<file path="src/rtl/rl_lj_pair_sequencer.sv">
// Pair sweep controller for the range-limited LJ force pipeline: walks every
// (reference, neighbor) BRAM address pair, tags pairs for the pipeline, then drains.
module rl_lj_pair_sequencer #(
    parameter int REF_PARTICLE_NUM        = 10,
    parameter int REF_RAM_ADDR_WIDTH      = 4,
    parameter int NEIGHBOR_PARTICLE_NUM   = 10,
    parameter int NEIGHBOR_RAM_ADDR_WIDTH = 4,
    parameter int PIPE_LATENCY            = 14,
    parameter int LAT_CNT_WIDTH           = 5
) (
    input  logic                               clk,
    input  logic                               rst,
    input  logic                               start,
    input  logic                               pipe_ready,
    output logic [REF_RAM_ADDR_WIDTH-1:0]      ref_addr,
    output logic                               ref_rden,
    output logic [NEIGHBOR_RAM_ADDR_WIDTH-1:0] nb_addr,
    output logic                               nb_rden,
    output logic                               pair_valid,
    output logic                               pair_last_nb,
    output logic [REF_RAM_ADDR_WIDTH-1:0]      pair_ref_id,
    output logic                               busy,
    output logic                               done
);

    typedef enum logic [1:0] {
        IDLE  = 2'd0,
        READ  = 2'd1,
        DRAIN = 2'd2,
        DONE  = 2'd3
    } state_t;

    localparam logic [REF_RAM_ADDR_WIDTH-1:0] REF_LAST =
        REF_RAM_ADDR_WIDTH'(REF_PARTICLE_NUM - 1);
    localparam logic [NEIGHBOR_RAM_ADDR_WIDTH-1:0] NB_LAST =
        NEIGHBOR_RAM_ADDR_WIDTH'(NEIGHBOR_PARTICLE_NUM - 1);
    localparam logic [LAT_CNT_WIDTH-1:0] LAT_LAST =
        LAT_CNT_WIDTH'(PIPE_LATENCY - 1);

    state_t                     state;
    state_t                     state_next;
    logic                       rden;
    logic                       ref_at_last;
    logic                       nb_at_last;
    logic                       lat_at_last;
    logic [LAT_CNT_WIDTH-1:0]   lat_cnt;

    assign ref_at_last = (ref_addr == REF_LAST);
    assign nb_at_last  = (nb_addr == NB_LAST);
    assign lat_at_last = (lat_cnt == LAT_LAST);

    always_ff @(posedge clk) begin
        if (!rst) begin
            state <= IDLE;
        end else begin
            state <= state_next;
        end
    end

    always_comb begin
        state_next = state;
        rden       = 1'b0;
        busy       = 1'b0;
        done       = 1'b0;
        case (state)
            IDLE: begin
                if (start) begin
                    state_next = READ;
                end
            end
            READ: begin
                busy = 1'b1;
                rden = pipe_ready;
                if (pipe_ready && ref_at_last && nb_at_last) begin
                    state_next = DRAIN;
                end
            end
            DRAIN: begin
                busy = 1'b1;
                if (lat_at_last) begin
                    state_next = DONE;
                end
            end
            DONE: begin
                done = 1'b1;
                if (!start) begin
                    state_next = IDLE;
                end
            end
            default: state_next = IDLE;
        endcase
        ref_rden = rden;
        nb_rden  = rden;
    end

    // Addresses sit at zero in IDLE so every sweep starts at (0,0); the final
    // read wraps both counters so they never leave the 0..NUM-1 range.
    always_ff @(posedge clk) begin
        if (!rst) begin
            ref_addr <= '0;
            nb_addr  <= '0;
        end else if (state == IDLE) begin
            ref_addr <= '0;
            nb_addr  <= '0;
        end else if (rden) begin
            if (nb_at_last) begin
                nb_addr  <= '0;
                ref_addr <= ref_at_last ? '0 : ref_addr + 1'b1;
            end else begin
                nb_addr <= nb_addr + 1'b1;
            end
        end
    end

    // Held at zero outside DRAIN, so it is already cleared on entry.
    always_ff @(posedge clk) begin
        if (!rst) begin
            lat_cnt <= '0;
        end else if (state != DRAIN) begin
            lat_cnt <= '0;
        end else begin
            lat_cnt <= lat_cnt + 1'b1;
        end
    end

    always_ff @(posedge clk) begin
        if (!rst) begin
            pair_valid   <= 1'b0;
            pair_last_nb <= 1'b0;
            pair_ref_id  <= '0;
        end else begin
            pair_valid   <= rden;
            pair_last_nb <= rden && nb_at_last;
            if (rden) begin
                pair_ref_id <= ref_addr;
            end
        end
    end

endmodule

</file>
<file path="config.mk">
export PLATFORM = sky130hd
export DESIGN_NAME = rl_lj_pair_sequencer
export DESIGN_NICKNAME = d
export VERILOG_FILES = /design/src/rtl/rl_lj_pair_sequencer.sv
export SDC_FILE = /design/constraint.sdc
export NUM_CORES = 1
export LEC_CHECK = 0
export BUFFER_PORTS_ARGS = -buffer_cell sky130_fd_sc_hd__buf_2
export CORE_MARGIN = 5
export CORE_UTILIZATION = 51
export CTS_CLUSTER_DIAMETER = 120
export DETAILED_ROUTE_END_ITERATION = 8
export GPL_TIMING_DRIVEN = 0
export PLACE_DENSITY = 0.73
export SLEW_MARGIN = 20
export SYNTH_ARGS = -nofsm -noshare
export SYNTH_HDL_FRONTEND = slang
export SYNTH_SLANG_ARGS = --single-unit
</file>
<file path="constraint.sdc">
create_clock -name clk -period 2.2 [get_ports clk]
set_clock_uncertainty 0.15 [all_clocks]
set_input_delay 0.11 -clock clk [delete_from_list [all_inputs] [get_ports clk]]
set_output_delay 0.11 -clock clk [all_outputs]
set_load 0.01 [all_outputs]
</file>
# Yosys cells after proc, flatten, opt, wreduce, memory -nomap -nowiden
# Cells that the tools add are included.
[totals]
register_bits = 21
in_bits = 4
out_inout_bits = 18
elab_cells = 41
[classes]
addsub = 3
n_eq_ne = 11
muxes = 10
n_bitwise = 1
reduce_logical = 9
[op_table]
columns = ["operator", "n"]
rows = [
  ["$ne A2 B2 Y1 const B", 5],
  ["$add A4 B1 Y4 const B", 2],
  ["$eq A4 B4 Y1 const B", 2],
  ["$mux W2", 4],
  ["$mux W4", 2],
  ["$pmux W2 S4", 1],
  ["$reduce_or A2 Y1", 3],
  ["$add A5 B1 Y5 const B", 1],
  ["$eq A5 B4 Y1 const B", 1],
  ["$eq A2 B2 Y1 const B", 2],
  ["$reduce_and A4 Y1", 1],
  ["$logic_and A1 B1 Y1", 3],
  ["$mux W1", 3],
  ["$eq A2 B1 Y1 const B", 1],
  ["$logic_not A2 Y1", 1],
  ["$reduce_and A2 Y1", 1],
  ["$not A1 Y1", 1],
]

# Depth between registers and ports, before layout
# Gate-level depths: netlist (run 1).
[logic_depth]
word_depth = 5
ltp_mapped = 6
mapped_depth_nobuf = 6

# Worst setup path before layout (run 1)
# No wires, ideal clock.
[synth_timing]
kind = "register to register"
startpoint = "register state[0]"
endpoint = "register state[0]"
setup_ns = 0.116
arrival_ns = 1.485
t_required_ns = 1.934
setup_slack_ns = 0.449
path_stages_with_launch = 7
path_buffers = 0
period_less_slack_ns = 1.751
cell_sequence = "dfxtp_1 inv_1 ha_1 nor2b_1 a221o_1 a2111o_1 o211a_1"
[synth_via]
elab_chain_cells = 3
word_cells_on_any_way = 10
classes_between = "eq/ne: 7; mux: 1; reduce/logical: 2"
[synth_rtl]
columns = ["item", "line_no", "text"]
rows = [
  ["start, declared", "40", "state_t state;"],
  ["start signal, assigned", "56", "state <= state_next;"],
  ["$eq A2 B1 Y1, or another cell as far along", "65", "case (state)"],
  ["$ne A2 B2 Y1 (no line)", "-", ""],
  ["$reduce_and A4 Y1 (no line)", "-", ""],
]
# Several ways; a longest one is shown, not always the timed one.
# A chain may end at the register's enable or synchronous reset.

# Final worst setup path (run 1)
[layout_timing]
startpoint = "register state[1]"
endpoint = "output port ref_rden"
[layout_via]
elab_chain_cells = 2
[layout_rtl]
columns = ["item", "line_no", "text"]
rows = [
  ["$eq A2 B1 Y1", "65", ""],
  ["$mux W1", "65", ""],
  ["end, declared", "16", "output logic ref_rden,"],
]
# No other way between the ends.

==> results of run 1 <==
## cell usage after synthesis, types with 2 or more instances
library cell  count
inv_1             5
o21ai_0           3
ha_1              6
nand4_1           2
nor2_1           12
nor2b_1           6
dfxtp_1          21
a21oi_1           9
nand3_1           4
nand2_1          16
xor2_1            6
## critical path, stage by stage, from the launching register on
cell and delay (ns):
dfxtp_1 0.40, inv_1 0.07, ha_1 0.23, nand2_1 0.22, inv_1 0.14, buf_4 0.15
buf_2 0.13
## repair_timing
action | in CTS | in global routing
endpoints found under the hold margin | 2 | 0
endpoints found under the setup margin | 0 | 0
buffers inserted | 0 | 0
gates resized for setup | 0 | 0
hold buffers | 1 | 0
## logic make-up after synthesis
logic type,synth area share
AOI/OAI and AO/OA,0.107
xor gates and xnor gates,0.0649
adders and majority gates,0.0795
buffers and inverters,0.0318
DFF,0.445
muxes,0.0106
and+or+nand+nor,0.261
## registers in the layout, summed over array words and instances, names as in the netlist
signal and count:
pair_last_nb 1, ref_addr 4, lat_cnt 5, pair_valid 1
nb_addr 4, pair_ref_id 4, state 2
## area by class of cell
class	count	area [µm²]	area share
timing repair buffer	22	115	0.103
clock inverter	1	5.00	0.00447
multi-input combinational	79	494	0.442
buffer	2	11.3	0.0101
inverter	5	18.8	0.0168
tap	25	31.3	0.0280
sequential	21	420	0.376
clock buffer	3	22.5	0.0201
## per-stage QoR
stage | total power (µW) | utilization
global route | 955 | 0.641
floorplan | 637 | -
CTS | 902 | 0.641
global placement | 701 | 0.619
detailed placement | 712 | 0.619
finish | 891 | 0.641
## power groups by stage
stage | Clock (µW) | Combinational, µW | Sequential, µW
2_1_floorplan | 0 | 199 | 438
6_report | 188 | 272 | 431
5_1_grt | 206 | 311 | 437
3_5_place_dp | 0 | 271 | 441
3_3_place_gp | 0 | 262 | 439
4_1_cts | 196 | 274 | 432
## final timing paths
kind,from,endpoint,slack (ns),depth (start not counted)
setup / recovery,state[1],ref_rden,0.29,6
setup reg to reg,state[0],state[0],0.33,6
hold reg to reg,pair_ref_id[3],pair_ref_id[3],0.31,2
hold / removal,pipe_ready,pair_valid,0.08,3
## routing by layer
metal | share of wire | track usage
met2 | 0.46 | 0.246
met1 | 0.46 | 0.183
met4 | 0.023 | 0.0766
met3 | 0.053 | 0.0282
met5 | 0 | 0
==> impl_metrics.env, run 1 <==
export IMPL_drc_errors=0
export IMPL_end_kind="output pin"
export IMPL_grt_first_pass_wirelength_um=3140
export IMPL_drt_initial_drc_count=3
export IMPL_cts_clk_slew_worst_paths_ns=0.12
export IMPL_cts_tree="built"
export IMPL_yosys_warnings=0
export IMPL_hp_class="input pin to flop"
export IMPL_finalSetupViolCount=0
export IMPL_gp_congestion=0.743
export IMPL_syn_area_um2=945
export IMPL_track_usage=0.149
export IMPL_ys_async_sr_fraction=0
export IMPL_finalMaxSlewViolations=0
export IMPL_dpl_cell_area_um2=1080
export IMPL_synth_area_top_cells="dfxtp_1, ha_1, nand2_1"
export IMPL_tns_ns=0
export IMPL_die_area_um2=2810
export IMPL_yosysTopAreaCell="dfxtp_1"
export IMPL_avgSynthCellArea_um2=8.83
export IMPL_initial_utilization=0.541
export IMPL_power_density_nw_per_um2=797
export IMPL_comb_power_share=0.305
export IMPL_std_cell_rows=15
export IMPL_synthCells=107
export IMPL_p_clk_frac=0.211
export IMPL_grt_max_degree=13
export IMPL_cap_violations=0
export IMPL_p_int_uw=592
export IMPL_placed_cells=153
export IMPL_worst_slew_pin_slew_ns=0.366
export IMPL_worst_hold_slack_ns=0.0822
export IMPL_critical_path_max_fanout=7
export IMPL_switching_share=0.336
export IMPL_core_um2=1750
export IMPL_clk_latency_ns=0.31
export IMPL_fin_area_um2=1120
export IMPL_ys_types=28
export IMPL_criticalPathCategory="flop to output pin"
export IMPL_max_freq_mhz=523
export IMPL_drt_total_wl_um=1750
export IMPL_final_cell_mix="buf_2, dfxtp_1, nand2_1"
export IMPL_synth_edf_count=0
export IMPL_antenna_left=0
export IMPL_status="completed"
export IMPL_yosysSeqAreaShare=0.445
export IMPL_wl_per_cell_um=11.1
export IMPL_grt_overflow=0
export IMPL_cts_max_level=1
export IMPL_max_vdd_ir_drop_mv=0.624
export IMPL_port_buffers=21
export IMPL_p_leak_uw=0.000513
export IMPL_antenna_found_initial=0
export IMPL_layout_min_cycle_time_ns=1.91
export IMPL_cts_made_buffers=3
export IMPL_seq_power_share=0.484
export IMPL_root_buffer="clkbuf_4"
export IMPL_fin_ws_ns=0.287
export IMPL_grt_setup_unrepaired="no"
export IMPL_grt_pass1_vias=762
export IMPL_dp_final_hpwl_um=1330
export IMPL_drive_above_1_share=0.211
export IMPL_synth_top_area_frac=0.445
export IMPL_clockBufferDepth=2
export IMPL_power_switching_uw=300
export IMPL_crit_arrival_ns=1.65
export IMPL_final_nets=144
export IMPL_antennaDiodeCount=0
export IMPL_final_hold_viol_count=0
export IMPL_area_growth_pct=18.4
export IMPL_relSlewSlack=0.756
export IMPL_layout_cells_non_filler=158
export IMPL_syn_nets=117
export IMPL_firstDrtPassIters=2
export IMPL_cp_required_ns=1.94
export IMPL_nFillCells=179
export IMPL_ys_ff_latch=21
export IMPL_dieWidth_um=53.0
export IMPL_detail_route_vias_per_cell=4.99
export IMPL_place_ws_ns=0.343
export IMPL_start_kind="flop"
export IMPL_synthFlopType="dfxtp_1"
export IMPL_fin_crit_sh=0.870
export IMPL_vias=788
export IMPL_die_y_um=53.0
export IMPL_cts_sinks=21
export IMPL_io_pins=22
Note: power is estimated with default switching activity, not from simulation.
==> run 2: changes to the inputs <==
--- a/config.mk
+++ b/config.mk
@@ -5,6 +5,7 @@
 export SDC_FILE = /design/constraint.sdc
 export NUM_CORES = 1
 export LEC_CHECK = 0
+export ABC_AREA = 1
 export BUFFER_PORTS_ARGS = -buffer_cell sky130_fd_sc_hd__buf_2
 export CORE_MARGIN = 5
 export CORE_UTILIZATION = 51
==> impl_metrics.env, run 2 <==
export IMPL_worst_hold_slack_ns=0.176
export IMPL_detail_route_vias_per_cell=4.78
export IMPL_clockBufferDepth=2
export IMPL_synthCells=123
export IMPL_cts_made_buffers=3
export IMPL_fin_crit_sh=0.794
export IMPL_ys_async_sr_fraction=0
export IMPL_grt_first_pass_wirelength_um=3040
export IMPL_wl_per_cell_um=10.1
export IMPL_drt_total_wl_um=1770
export IMPL_syn_nets=133
export IMPL_start_kind="flop"
export IMPL_worst_slew_pin_slew_ns=0.193
export IMPL_ys_ff_latch=21
export IMPL_synth_edf_count=0
export IMPL_dieWidth_um=53.9
export IMPL_avgSynthCellArea_um2=8.00
export IMPL_p_int_uw=616
export IMPL_drc_errors=0
export IMPL_antenna_found_initial=0
export IMPL_track_usage=0.144
export IMPL_cts_clk_slew_worst_paths_ns=0.11
export IMPL_cts_resized=0
export IMPL_drt_initial_drc_count=5
export IMPL_io_pins=22
export IMPL_cp_required_ns=1.94
export IMPL_yosysSeqAreaShare=0.427
export IMPL_root_buffer="clkbuf_4"
export IMPL_comb_power_share=0.337
export IMPL_synth_area_top_cells="dfxtp_1, ha_1, nor2_1"
export IMPL_max_freq_mhz=572
export IMPL_synthMostInstantiatedCell="dfxtp_1"
export IMPL_finalSetupViolCount=0
export IMPL_relSlewSlack=0.870
export IMPL_firstDrtPassIters=3
export IMPL_largest_reg_flops=5
export IMPL_grt_pass1_vias=784
export IMPL_clk_latency_ns=0.29
export IMPL_switching_share=0.351
export IMPL_power_density_nw_per_um2=813
export IMPL_final_hold_viol_count=0
export IMPL_criticalPathCategory="flop to output pin"
export IMPL_yosys_warnings=0
export IMPL_initial_utilization=0.552
export IMPL_std_cell_rows=15
export IMPL_grt_max_degree=12
export IMPL_grt_setup_unrepaired="no"
export IMPL_drive_above_1_share=0.287
export IMPL_max_vdd_ir_drop_mv=0.549
export IMPL_ys_types=26
export IMPL_seq_power_share=0.474
export IMPL_critical_path_max_fanout=11
export IMPL_postCtsSetupBuffers=0
export IMPL_dp_final_hpwl_um=1380
export IMPL_syn_area_um2=983
export IMPL_holdBufCountCts=2
export IMPL_power_switching_uw=333
export IMPL_synth_top_area_frac=0.427
export IMPL_die_area_um2=2910
export IMPL_cts_tree="built"
export IMPL_vias=836
export IMPL_area_growth_pct=18.6
export IMPL_port_buffers=21
export IMPL_p_leak_uw=0.000525
export IMPL_final_nets=161
export IMPL_tns_ns=0
export IMPL_top_register="lat_cnt"
export IMPL_end_kind="output pin"
export IMPL_cap_violations=0
export IMPL_layout_min_cycle_time_ns=1.75
export IMPL_gp_congestion=0.762
export IMPL_cts_max_level=1
export IMPL_hp_class="input pin to flop"
export IMPL_yosysTopAreaCell="dfxtp_1"
export IMPL_cts_sinks=21
export IMPL_antenna_left=0
export IMPL_finalMaxSlewViolations=0
export IMPL_grt_overflow=0
export IMPL_antennaDiodeCount=0
export IMPL_p_clk_frac=0.189
export IMPL_die_y_um=53.9
export IMPL_netlist_top_cells_count="dfxtp_1, nor2_1, nand2_1"
export IMPL_final_cell_mix="buf_2, dfxtp_1, nor2_1"
export IMPL_synthFlopType="dfxtp_1"
export IMPL_status="completed"
export IMPL_core_um2=1780
export IMPL_crit_arrival_ns=1.49
[run 2: power groups by stage]
stage / Clock [µW] / Combinational [µW] / Sequential (µW)
after floorplan: 0 / 230 / 466
after global placement: 0 / 315 / 456
after detailed placement: 0 / 320 / 458
after CTS: 187 / 324 / 450
after global routing: 206 / 360 / 458
final: 179 / 320 / 450
[run 2: path summary, 6_finish.rpt]
kind / from / end / slack, ns / cells after the start
setup / recovery: state[1] / ref_rden / 0.45 / 6
hold / removal: start / state[1] / 0.18 / 6
setup reg to reg: state[1] / nb_addr[3] / 0.70 / 7
hold reg to reg: lat_cnt[0] / lat_cnt[0] / 0.33 / 1
[run 2: stage by stage]
step / std cells / instance area, µm² / power, µW / setup WS [ns] / util
after floorplan: 123 / 983 / 695 / 0.827 / -
after global placement: 169 / 1120 / 772 / 0.736 / 0.628
after detailed placement: 169 / 1120 / 778 / 0.716 / 0.628
after CTS: 175 / 1170 / 961 / 0.433 / 0.654
after global routing: 175 / 1170 / 1020 / 0.327 / 0.654
final: 175 / 1170 / 948 / 0.452 / 0.654
[run 2: area by class of cell]
class,instances,area (µm²)
multi-input combinational,84,489
clock buffer,4,26.3
timing repair buffer,23,125
sequential,21,420
buffer,1,7.51
tap,25,31.3
fill,162,617
inverter,17,66.3
[run 2: logic make-up after synthesis]
logic type               synth area share
buffers and inverters              0.0751
XOR/XNOR                           0.0178
AND/OR/NAND/NOR                     0.279
flip-flops                          0.427
adder cells (fa/ha/maj)            0.0763
AO/OA/AOI/OAI                       0.125
[run 2: critical path, cell delays in order (launching register included)]
cell and delay, ns:
dfxtp_1 0.39, inv_1 0.07, ha_1 0.23, nand2_4 0.16, inv_4 0.09, buf_4 0.13
buf_2 0.13
[run 2: metal layers]
| metal | wire [µm] | vias up | global-route usage | share of wire |
|---|---|---|---|---|
| met1 | 866 | 371 | 0.171 | 0.49 |
| met2 | 801 | 15 | 0.240 | 0.45 |
| met5 | 0 | - | 0 | 0 |
| met4 | 22 | 0 | 0.0894 | 0.012 |
| li1 | - | 448 | - | - |
| met3 | 83 | 2 | 0.0249 | 0.047 |
==> run 3: changes to the inputs <==
--- a/config.mk
+++ b/config.mk
@@ -8,11 +8,11 @@
 export ABC_AREA = 1
 export BUFFER_PORTS_ARGS = -buffer_cell sky130_fd_sc_hd__buf_2
 export CORE_MARGIN = 5
-export CORE_UTILIZATION = 51
+export CORE_UTILIZATION = 46
 export CTS_CLUSTER_DIAMETER = 120
 export DETAILED_ROUTE_END_ITERATION = 8
 export GPL_TIMING_DRIVEN = 0
-export PLACE_DENSITY = 0.73
+export PLACE_DENSITY = 0.69
 export SLEW_MARGIN = 20
 export SYNTH_ARGS = -nofsm -noshare
 export SYNTH_HDL_FRONTEND = slang
==> constraint.sdc (replaced) <==
create_clock -name clk -period 1.5 [get_ports clk]
set_clock_uncertainty 0.15 [all_clocks]
set_input_delay 0.075 -clock clk [delete_from_list [all_inputs] [get_ports clk]]
set_output_delay 0.075 -clock clk [all_outputs]
set_load 0.01 [all_outputs]
==> impl_metrics.env, run 3 (synthesized netlist as in run 2, its figures left out) <==
export IMPL_status="completed"
export IMPL_worst_hold_slack_ns=0.0996
export IMPL_dp_final_hpwl_um=1420
export IMPL_total_power_uw=1590
export IMPL_hp_class="input pin to flop"
export IMPL_cts_max_level=1
export IMPL_largest_reg_flops=5
export IMPL_die_area_um2=3160
export IMPL_wl_per_cell_um=10.8
export IMPL_finalMaxSlewViolations=0
export IMPL_max_freq_mhz=684
export IMPL_crit_chain="inv_2 > ha_4 > nand2_4 > buf_6 > nor3_4 > nand2_1 > nor3b_2"
export IMPL_die_y_um=56.2
export IMPL_max_vdd_ir_drop_mv=0.940
export IMPL_root_buffer="clkbuf_4"
export IMPL_cts_clk_slew_worst_paths_ns=0.12
export IMPL_final_common_cell="buf_2"
export IMPL_cts_made_buffers=3
export IMPL_wl_met1_um=912
export IMPL_grt_first_pass_wirelength_um=3510
export IMPL_p_leak_uw=0.000590
export IMPL_p_clk_frac=0.168
export IMPL_finalSetupViolCount=0
export IMPL_final_hold_viol_count=0
export IMPL_cts_tree="built"
export IMPL_drive_above_1_share=0.403
export IMPL_nFillCells=177
export IMPL_worst_slew_pin_slew_ns=0.199
export IMPL_switching_share=0.361
export IMPL_area_growth_pct=31.7
export IMPL_drc_errors=0
export IMPL_clockBufferDepth=2
export IMPL_p_int_uw=1010
export IMPL_power_switching_uw=573
export IMPL_initial_utilization=0.491
export IMPL_io_pins=22
export IMPL_cap_violations=0
export IMPL_detail_route_vias_per_cell=4.71
export IMPL_std_cell_rows=16
export IMPL_routed_wl_met3_um=89
export IMPL_dieWidth_um=56.2
export IMPL_antenna_left=0
export IMPL_seq_power_share=0.425
export IMPL_dr_wl_met2_um=1000
export IMPL_cp_required_ns=1.55
export IMPL_grt_max_degree=13
export IMPL_top_layer="met4"
export IMPL_end_kind="flop"
export IMPL_cts_sinks=21
export IMPL_antenna_found_initial=0
export IMPL_grt_overflow=0
export IMPL_start_kind="flop"
export IMPL_final_nets=170
export IMPL_grt_pass1_vias=808
export IMPL_core_um2=2000
export IMPL_gp_congestion=0.780
export IMPL_antennaDiodeCount=0
export IMPL_clk_latency_ns=0.30
export IMPL_cp_slowest_stage_delay_ns=0.35
export IMPL_grt_setup_unrepaired="yes"
export IMPL_track_usage=0.136
export IMPL_critical_path_max_fanout=4
export IMPL_comb_power_share=0.407
export IMPL_top_register="lat_cnt"
export IMPL_relSlewSlack=0.868
export IMPL_port_buffers=21
export IMPL_drt_total_wl_um=2010
export IMPL_final_cell_mix="buf_2, dfxtp_1, nor2_1"
export IMPL_crit_arrival_ns=1.51
export IMPL_firstDrtPassIters=6
export IMPL_crit_slowest_cell="dfxtp_2"
export IMPL_drt_initial_drc_count=17
export IMPL_power_density_nw_per_um2=1230
export IMPL_layout_min_cycle_time_ns=1.46
export IMPL_fin_crit_sh=0.975
export IMPL_tns_ns=0
export IMPL_vias=876
export IMPL_criticalPathCategory="flop to flop"
==> run 3: cell types whose count changed in the layout (fill, tap and decap cells not counted), moves of 2 or more <==
| cell | change |
|---|---|
| buf_4 | +7 |
| buf_6 | +3 |
| dfxtp_1 | -2 |
| ha_1 | -3 |
| ha_2 | +2 |
| inv_1 | -3 |
| inv_2 | +3 |
| o21ai_0 | -2 |
| o21ai_2 | +2 |
==> run 3: worst paths after layout <==
path           endpoint  slack, ns  depth (start not counted)        from
max reg2reg  nb_addr[3]       0.04                          7    state[1]
min            state[1]        0.1                          6       start
max          nb_addr[3]       0.04                          7    state[1]
min reg2reg  lat_cnt[0]       0.34                          1  lat_cnt[0]
==> run 3: stage by stage <==
stage | area, µm² | utilization | setup slack, ns | instances
finish | 1290 | 0.647 | 0.0376 | 186
global route | 1290 | 0.647 | -0.0497 | 186
CTS | 1230 | 0.616 | 0.0102 | 182
detailed placement | 1120 | 0.561 | 0.0111 | 171
global placement | 1120 | 0.561 | 0.0201 | 171
floorplan | 983 | - | 0.127 | 123
==> run 3: cell type report <==
type	instances	area, µm²	share of cell area
multi-input cells	84	523	0.404
flip-flops and latches	21	425	0.329
repair buffers	32	203	0.157
inverters	17	71.3	0.0551
well taps	27	33.8	0.0261
clock buffers	3	22.5	0.0174
plain buffers	1	11.3	0.00870
clock inverters	1	5.00	0.00386
==> run 3: repair_timing <==
action	in CTS	in global routing
hold buffers	2	0
endpoints found under the hold margin	8	0
gates resized for setup	8	13
pin swaps	1	5
endpoints found under the setup margin	8	8
buffers inserted	5	4
==> run 3: power by group through the flow <==
stage | clock, µW | sequential, µW | combinational (µW)
2_1_floorplan | 0 | 683 | 337
3_3_place_gp | 0 | 671 | 465
3_5_place_dp | 0 | 675 | 476
4_1_cts | 278 | 673 | 564
5_1_grt | 306 | 683 | 726
6_report | 267 | 675 | 645
==> run 3: routing by layer <==
| metal | track usage | vias up |
|---|---|---|
| met5 | 0 | - |
| met4 | 0.0237 | 0 |
| met3 | 0.0510 | 2 |
| met2 | 0.232 | 13 |
| met1 | 0.165 | 395 |
| li1 | - | 466 |
==> run 3: critical path: cells and delay by family, from the launching register on <==
family                   cells  cell delay, ns
adder cells (fa/ha/maj)      1            0.15
buffers and inverters        2            0.21
flip-flops                   1            0.35
AND/OR/NAND/NOR              4            0.50
